$ cat src/rtl/mcu_timer_bank_pkg.sv
// Shared definitions for the MCU timer bank: mode and channel-state encodings
// plus the prescaler width helper.
package mcu_timer_bank_pkg;

  localparam logic [1:0] MODE_FREE     = 2'b00;
  localparam logic [1:0] MODE_PERIODIC = 2'b01;
  localparam logic [1:0] MODE_ONESHOT  = 2'b10;

  typedef enum logic [1:0] {
    ST_IDLE = 2'b00,
    ST_RUN  = 2'b01,
    ST_DONE = 2'b10
  } state_e;

  // Prescaler needs clog2(CLK_DIV) bits, but never fewer than one.
  function automatic int psc_width(input int clk_div);
    return (clk_div > 1) ? $clog2(clk_div) : 1;
  endfunction

endpackage

$ cat src/rtl/mcu_timer_bank_ch.sv
// One timer channel: prescaler, counter, run/idle/done state machine,
// registered match pulse and sticky overflow flag.
module mcu_timer_ch
  import mcu_timer_bank_pkg::*;
#(
  parameter int WIDTH   = 16,
  parameter int CLK_DIV = 200
) (
  input  logic             clk,
  input  logic             reset,
  input  logic             enable,
  input  logic [1:0]       mode,
  input  logic [WIDTH-1:0] cmp,
  input  logic             clr_flags,
  output logic [WIDTH-1:0] timer_out,
  output logic             match,
  output logic             done,
  output logic             ovf
);

  localparam int             PW      = psc_width(CLK_DIV);
  localparam logic [PW-1:0]  PSC_MAX = PW'(CLK_DIV - 1);
  localparam logic [WIDTH-1:0] CNT_MAX = {WIDTH{1'b1}};

  state_e           state_r, state_s;
  logic [PW-1:0]    psc_r, psc_s;
  logic [WIDTH-1:0] count_r, count_s;
  logic             match_r, match_s;
  logic             ovf_r, ovf_s;
  logic             done_r, done_s;
  logic             ovf_set_s;

  // Next-state logic. The edge that first samples enable high already counts
  // as prescaler cycle 0, so the first tick lands CLK_DIV-1 edges later.
  always_comb begin
    state_s   = state_r;
    psc_s     = psc_r;
    count_s   = count_r;
    match_s   = 1'b0;
    ovf_set_s = 1'b0;
    if (!enable) begin
      state_s = ST_IDLE;
      psc_s   = {PW{1'b0}};
      count_s = {WIDTH{1'b0}};
    end else if (state_r == ST_DONE) begin
      psc_s = {PW{1'b0}};
    end else begin
      state_s = ST_RUN;
      psc_s   = (psc_r == PSC_MAX) ? {PW{1'b0}} : psc_r + PW'(1);
      if (psc_r == PSC_MAX) begin
        if (count_r == cmp) begin
          match_s = 1'b1;
          case (mode)
            MODE_PERIODIC: count_s = {WIDTH{1'b0}};
            MODE_ONESHOT:  state_s = ST_DONE;
            default:       count_s = count_r + WIDTH'(1);
          endcase
        end else if (count_r == CNT_MAX) begin
          count_s   = {WIDTH{1'b0}};
          ovf_set_s = 1'b1;
        end else begin
          count_s = count_r + WIDTH'(1);
        end
      end else begin
        count_s = count_r;
      end
    end
    ovf_s  = ovf_set_s ? 1'b1 : (clr_flags ? 1'b0 : ovf_r);
    done_s = (state_s == ST_DONE);
  end

  // Channel state and output registers.
  always_ff @(posedge clk) begin
    if (reset) begin
      state_r <= ST_IDLE;
      psc_r   <= {PW{1'b0}};
      count_r <= {WIDTH{1'b0}};
      match_r <= 1'b0;
      ovf_r   <= 1'b0;
      done_r  <= 1'b0;
    end else begin
      state_r <= state_s;
      psc_r   <= psc_s;
      count_r <= count_s;
      match_r <= match_s;
      ovf_r   <= ovf_s;
      done_r  <= done_s;
    end
  end

  assign timer_out = count_r;
  assign match     = match_r;
  assign done      = done_r;
  assign ovf       = ovf_r;

endmodule

$ cat src/rtl/mcu_timer_bank.sv
// Multi-channel MCU timer: NCH independent mcu_timer_ch instances with
// per-channel slices of the packed mode/cmp/timer_out vectors.
module mcu_timer_bank
  import mcu_timer_bank_pkg::*;
#(
  parameter int WIDTH   = 16,
  parameter int NCH     = 4,
  parameter int CLK_DIV = 200
) (
  input  logic                 clk,
  input  logic                 reset,
  input  logic [NCH-1:0]       enable,
  input  logic [2*NCH-1:0]     mode,
  input  logic [NCH*WIDTH-1:0] cmp,
  input  logic [NCH-1:0]       clr_flags,
  output logic [NCH*WIDTH-1:0] timer_out,
  output logic [NCH-1:0]       match,
  output logic [NCH-1:0]       done,
  output logic [NCH-1:0]       ovf
);

  for (genvar i = 0; i < NCH; i++) begin : g_ch
    mcu_timer_ch #(
      .WIDTH   (WIDTH),
      .CLK_DIV (CLK_DIV)
    ) u_ch (
      .clk       (clk),
      .reset     (reset),
      .enable    (enable[i]),
      .mode      (mode[2*i +: 2]),
      .cmp       (cmp[WIDTH*i +: WIDTH]),
      .clr_flags (clr_flags[i]),
      .timer_out (timer_out[WIDTH*i +: WIDTH]),
      .match     (match[i]),
      .done      (done[i]),
      .ovf       (ovf[i])
    );
  end

endmodule

$ cat config.mk
export PLATFORM = sky130hd
export DESIGN_NAME = mcu_timer_bank
export DESIGN_NICKNAME = d
export VERILOG_FILES = /design/src/rtl/mcu_timer_bank_pkg.sv /design/src/rtl/mcu_timer_bank_ch.sv /design/src/rtl/mcu_timer_bank.sv
export SDC_FILE = /design/constraint.sdc
export NUM_CORES = 1
export LEC_CHECK = 0
export ABC_AREA = 0
export BUFFER_PORTS_ARGS = -buffer_cell sky130_fd_sc_hd__buf_2
export CAP_MARGIN = 20
export CORE_MARGIN = 2
export CORE_UTILIZATION = 31
export DETAILED_ROUTE_END_ITERATION = 8
export GPL_ROUTABILITY_DRIVEN = 0
export GPL_TIMING_DRIVEN = 0
export PLACE_DENSITY_LB_ADDON = 0.05
export SYNTH_ARGS = -nofsm -noshare
export SYNTH_HDL_FRONTEND = slang
export SYNTH_SLANG_ARGS = --single-unit
$ cat constraint.sdc
create_clock -name clk -period 5.7 [get_ports clk]
set_input_delay 0.57 -clock clk [delete_from_list [all_inputs] [get_ports clk]]
set_output_delay 0.57 -clock clk [all_outputs]
set_load 0.005 [all_outputs]
==> metrics.txt <==
setup_tns 0 ns; Worst slew margin 0.513; Setup-failing EPs final 0; final wirelength 17.0 mm; Reg power frac 0.399; Final ANT Viol Nets 0; CP max stage delay 0.53 ns; CTS tree built; Max Clk Rate 359 MHz; fin crit period 2.79 ns; CTS root buf clkbuf_16; fin nets 1019; hold path cells 4; average wire per standard cell 14.0 um; final core utilization 0.403; I/O pins 158; Max FO, Critical Path 10; Synth Instances 753; Synth Warn # 0; post-CTS sizing 0; die area 21700 um2; CTS Buf Count 17; Post-synth EDFFs 0; PwrDens 253 nW/um2; largest net degree at the start of global routing 17; CP endpoint kind register; global-route wire length before repair 28.1 mm; Area after DPL 7490 um2; Rows 52; post-synth cell types 68; CTS H-tree depth 4; Critical Path AT 3.07 ns; clk buf depth 2; Worst path top cell family by delay simple AND/OR/NAND/NOR gates; Peak VDD IR 197 uV; clk sinks 116; final period utilization 0.489; die height 147 um; Min-Delay Path Class in2reg; leakage 3.45 nW; Setup Crit Path Kind reg2reg; CP max-delay cell o21ai_1; critical path depth in cells 8; post-route cell area 8120 um2; initial antenna violation count 0; max-slew violations 0; number of synthesized register bits 116; max cap viols 0; sw power 0.000430 W; Tot Pwr 0.00205 W; Reg clk slew, reported paths 0.05 ns; grt total ovfl 0; power share of the combinational group 0.046; final hold vios 0; dpl hpwl 12.6 mm; Post-Syn Area 6370 um2; total track usage 0.159; CTS Hold Buffers Added 0; fraction of layout cells with a size suffix above 1 0.265; Initial Util 0.316; Cell Int Power 0.00162 W; Post-synth ARST share 0; post-DR vias/cell 4.82; CP cell instances ha_1 -> and2_1 -> nand4_1 -> nor3_1 -> mux2i_1 -> o21ai_1 -> clkbuf_1 -> nor2_1; pre-CTS setup slack 2.72 ns; vias in the first global route 5400; Area Overhead vs Synth 27.5%; run status complete, no violations; Worst Setup Start Kind register; clk_lat worst skew 0.41 ns; clock skew 0.00967 ns; residual DRC count 0; initial drt markers 237; Avg Inst Size Synth 8.45 um2; die extent in x 147 um; Net Sw Frac 0.210; setup ws final 2.91 ns; Pre-antenna DRT Iters 5; post-synthesis sequential area ratio 0.365; Core Area 20200 um2; Post-Syn Nets 843; Top FF cell, synth dfxtp_1; clock group share of total power 0.555; Slew @ Worst Pin 0.728 ns; Buffers & Inverters on Critical Path 1; RSZ-0062 raised after global routing false; Req. time, crit path 5.98 ns; DR vias 5843; post-CTS setup buffers 0; Reg2Reg Depth 8; port bufs 157
registers in the layout (all words and copies together) (netlist names):
register / flops
g_ch.u_ch.ovf: 4
g_ch.u_ch.psc_r: 32
g_ch.u_ch.done: 4
g_ch.u_ch.match: 4
g_ch.u_ch.state_r: 8
g_ch.u_ch.timer_out: 64
final timing paths:
kind | from | to | slack (ns)
min | clr_flags[3] | g_ch[3].u_ch.ovf | 0.40
max reg2reg | g_ch[3].u_ch.timer_out[0] | g_ch[3].u_ch.timer_out[13] | 2.91
min reg2reg | g_ch[0].u_ch.psc_r[0] | g_ch[0].u_ch.psc_r[0] | 0.44
max | g_ch[3].u_ch.timer_out[0] | g_ch[3].u_ch.timer_out[13] | 2.91
per-layer routing:
layer / vias up / global-route usage / routed length, um
met5: - / 0 / 0
met4: 0 / 0.0500 / 218
met3: 17 / 0.0348 / 567
met2: 99 / 0.242 / 7610
met1: 2664 / 0.223 / 8590
li1: 3063 / - / -
stage by stage:
step / std cells / hold slack (ns)
after floorplan: 753 / 0.413
after global placement: 1180 / 0.427
after detailed placement: 1180 / 0.436
after CTS: 1212 / 0.380
after global routing: 1212 / 0.401
final: 1213 / 0.396
cells in the final DEF (no fill, tap or decap), types with 17 or more instances in the layout:
cell       instances
nor4_1            17
and3_1            21
a21oi_1           39
buf_2            166
nand2_1           60
dfxtp_1          116
a31oi_1           29
o21ai_0           28
nor2_1            71
nand3_1           49
clkbuf_16         17
xor2_1            91
worst reg2reg max path, delay by kind of cell (launching register included):
family | cells | cell delay (ns)
AOI/OAI and AO/OA | 1 | 0.53
and+or+nand+nor | 4 | 0.85
adders and majority gates | 1 | 0.23
buffers and inverters | 1 | 0.46
muxes | 1 | 0.13
DFF | 1 | 0.46
power by group through the flow:
stage | registers [W] | clock network [W] | logic, W
after global placement | 0.000835 | 0 | 0.0000962
after CTS | 0.000818 | 0.00117 | 0.0000965
final | 0.000818 | 0.00114 | 0.0000951
after detailed placement | 0.000835 | 0 | 0.0000960
after global routing | 0.000818 | 0.00121 | 0.000107
after floorplan | 0.000835 | 0 | 0.0000494
Yosys cell counts, drive strengths merged (6+ instances only):
| master | number | area, um2 |
|---|---|---|
| a41oi | 9 | 93.8 |
| inv | 12 | 45.0 |
| mux2i | 9 | 106 |
| and3 | 22 | 139 |
| and2 | 10 | 63.8 |
| nor2b | 6 | 37.5 |
| nand2 | 60 | 225 |
| o31ai | 10 | 75.1 |
| a21oi | 39 | 195 |
| nand2b | 15 | 93.8 |
| nor4 | 20 | 144 |
| nor2 | 72 | 273 |
| or3 | 10 | 67.6 |
| xor2 | 91 | 797 |
| or2 | 9 | 56.3 |
| nand4 | 15 | 115 |
| xnor2 | 7 | 61.3 |
| nand3 | 49 | 245 |
| nor3 | 11 | 60.1 |
| buf | 27 | 191 |
| dfxtp | 116 | 2320 |
| ha | 8 | 100 |
| or4 | 12 | 93.8 |
| o21ai | 32 | 175 |
| a31oi | 29 | 181 |
| clkbuf | 12 | 56.3 |
final cells by class:
| class | instances | area (um2) |
|---|---|---|
| antenna | 1 | 2.50 |
| buffer | 39 | 248 |
| clock buffer | 22 | 474 |
| clock inverter | 10 | 153 |
| fill | 2117 | 12100 |
| inverter | 12 | 45.0 |
| multi-input combinational | 586 | 3750 |
| sequential | 116 | 2320 |
| tap | 270 | 338 |
| timing repair buffer | 157 | 786 |
kinds of logic after synthesis:
| kind of cell | Yosys count | share of synthesized area |
|---|---|---|
| simple gates | 326 | 0.274 |
| fa+ha+maj | 8 | 0.0157 |
| compound gates | 143 | 0.144 |
| mux | 11 | 0.0202 |
| flops | 116 | 0.365 |
| xor+xnor | 98 | 0.135 |
| buf+inv | 51 | 0.0460 |
Note: power is estimated with default switching activity, not from simulation.
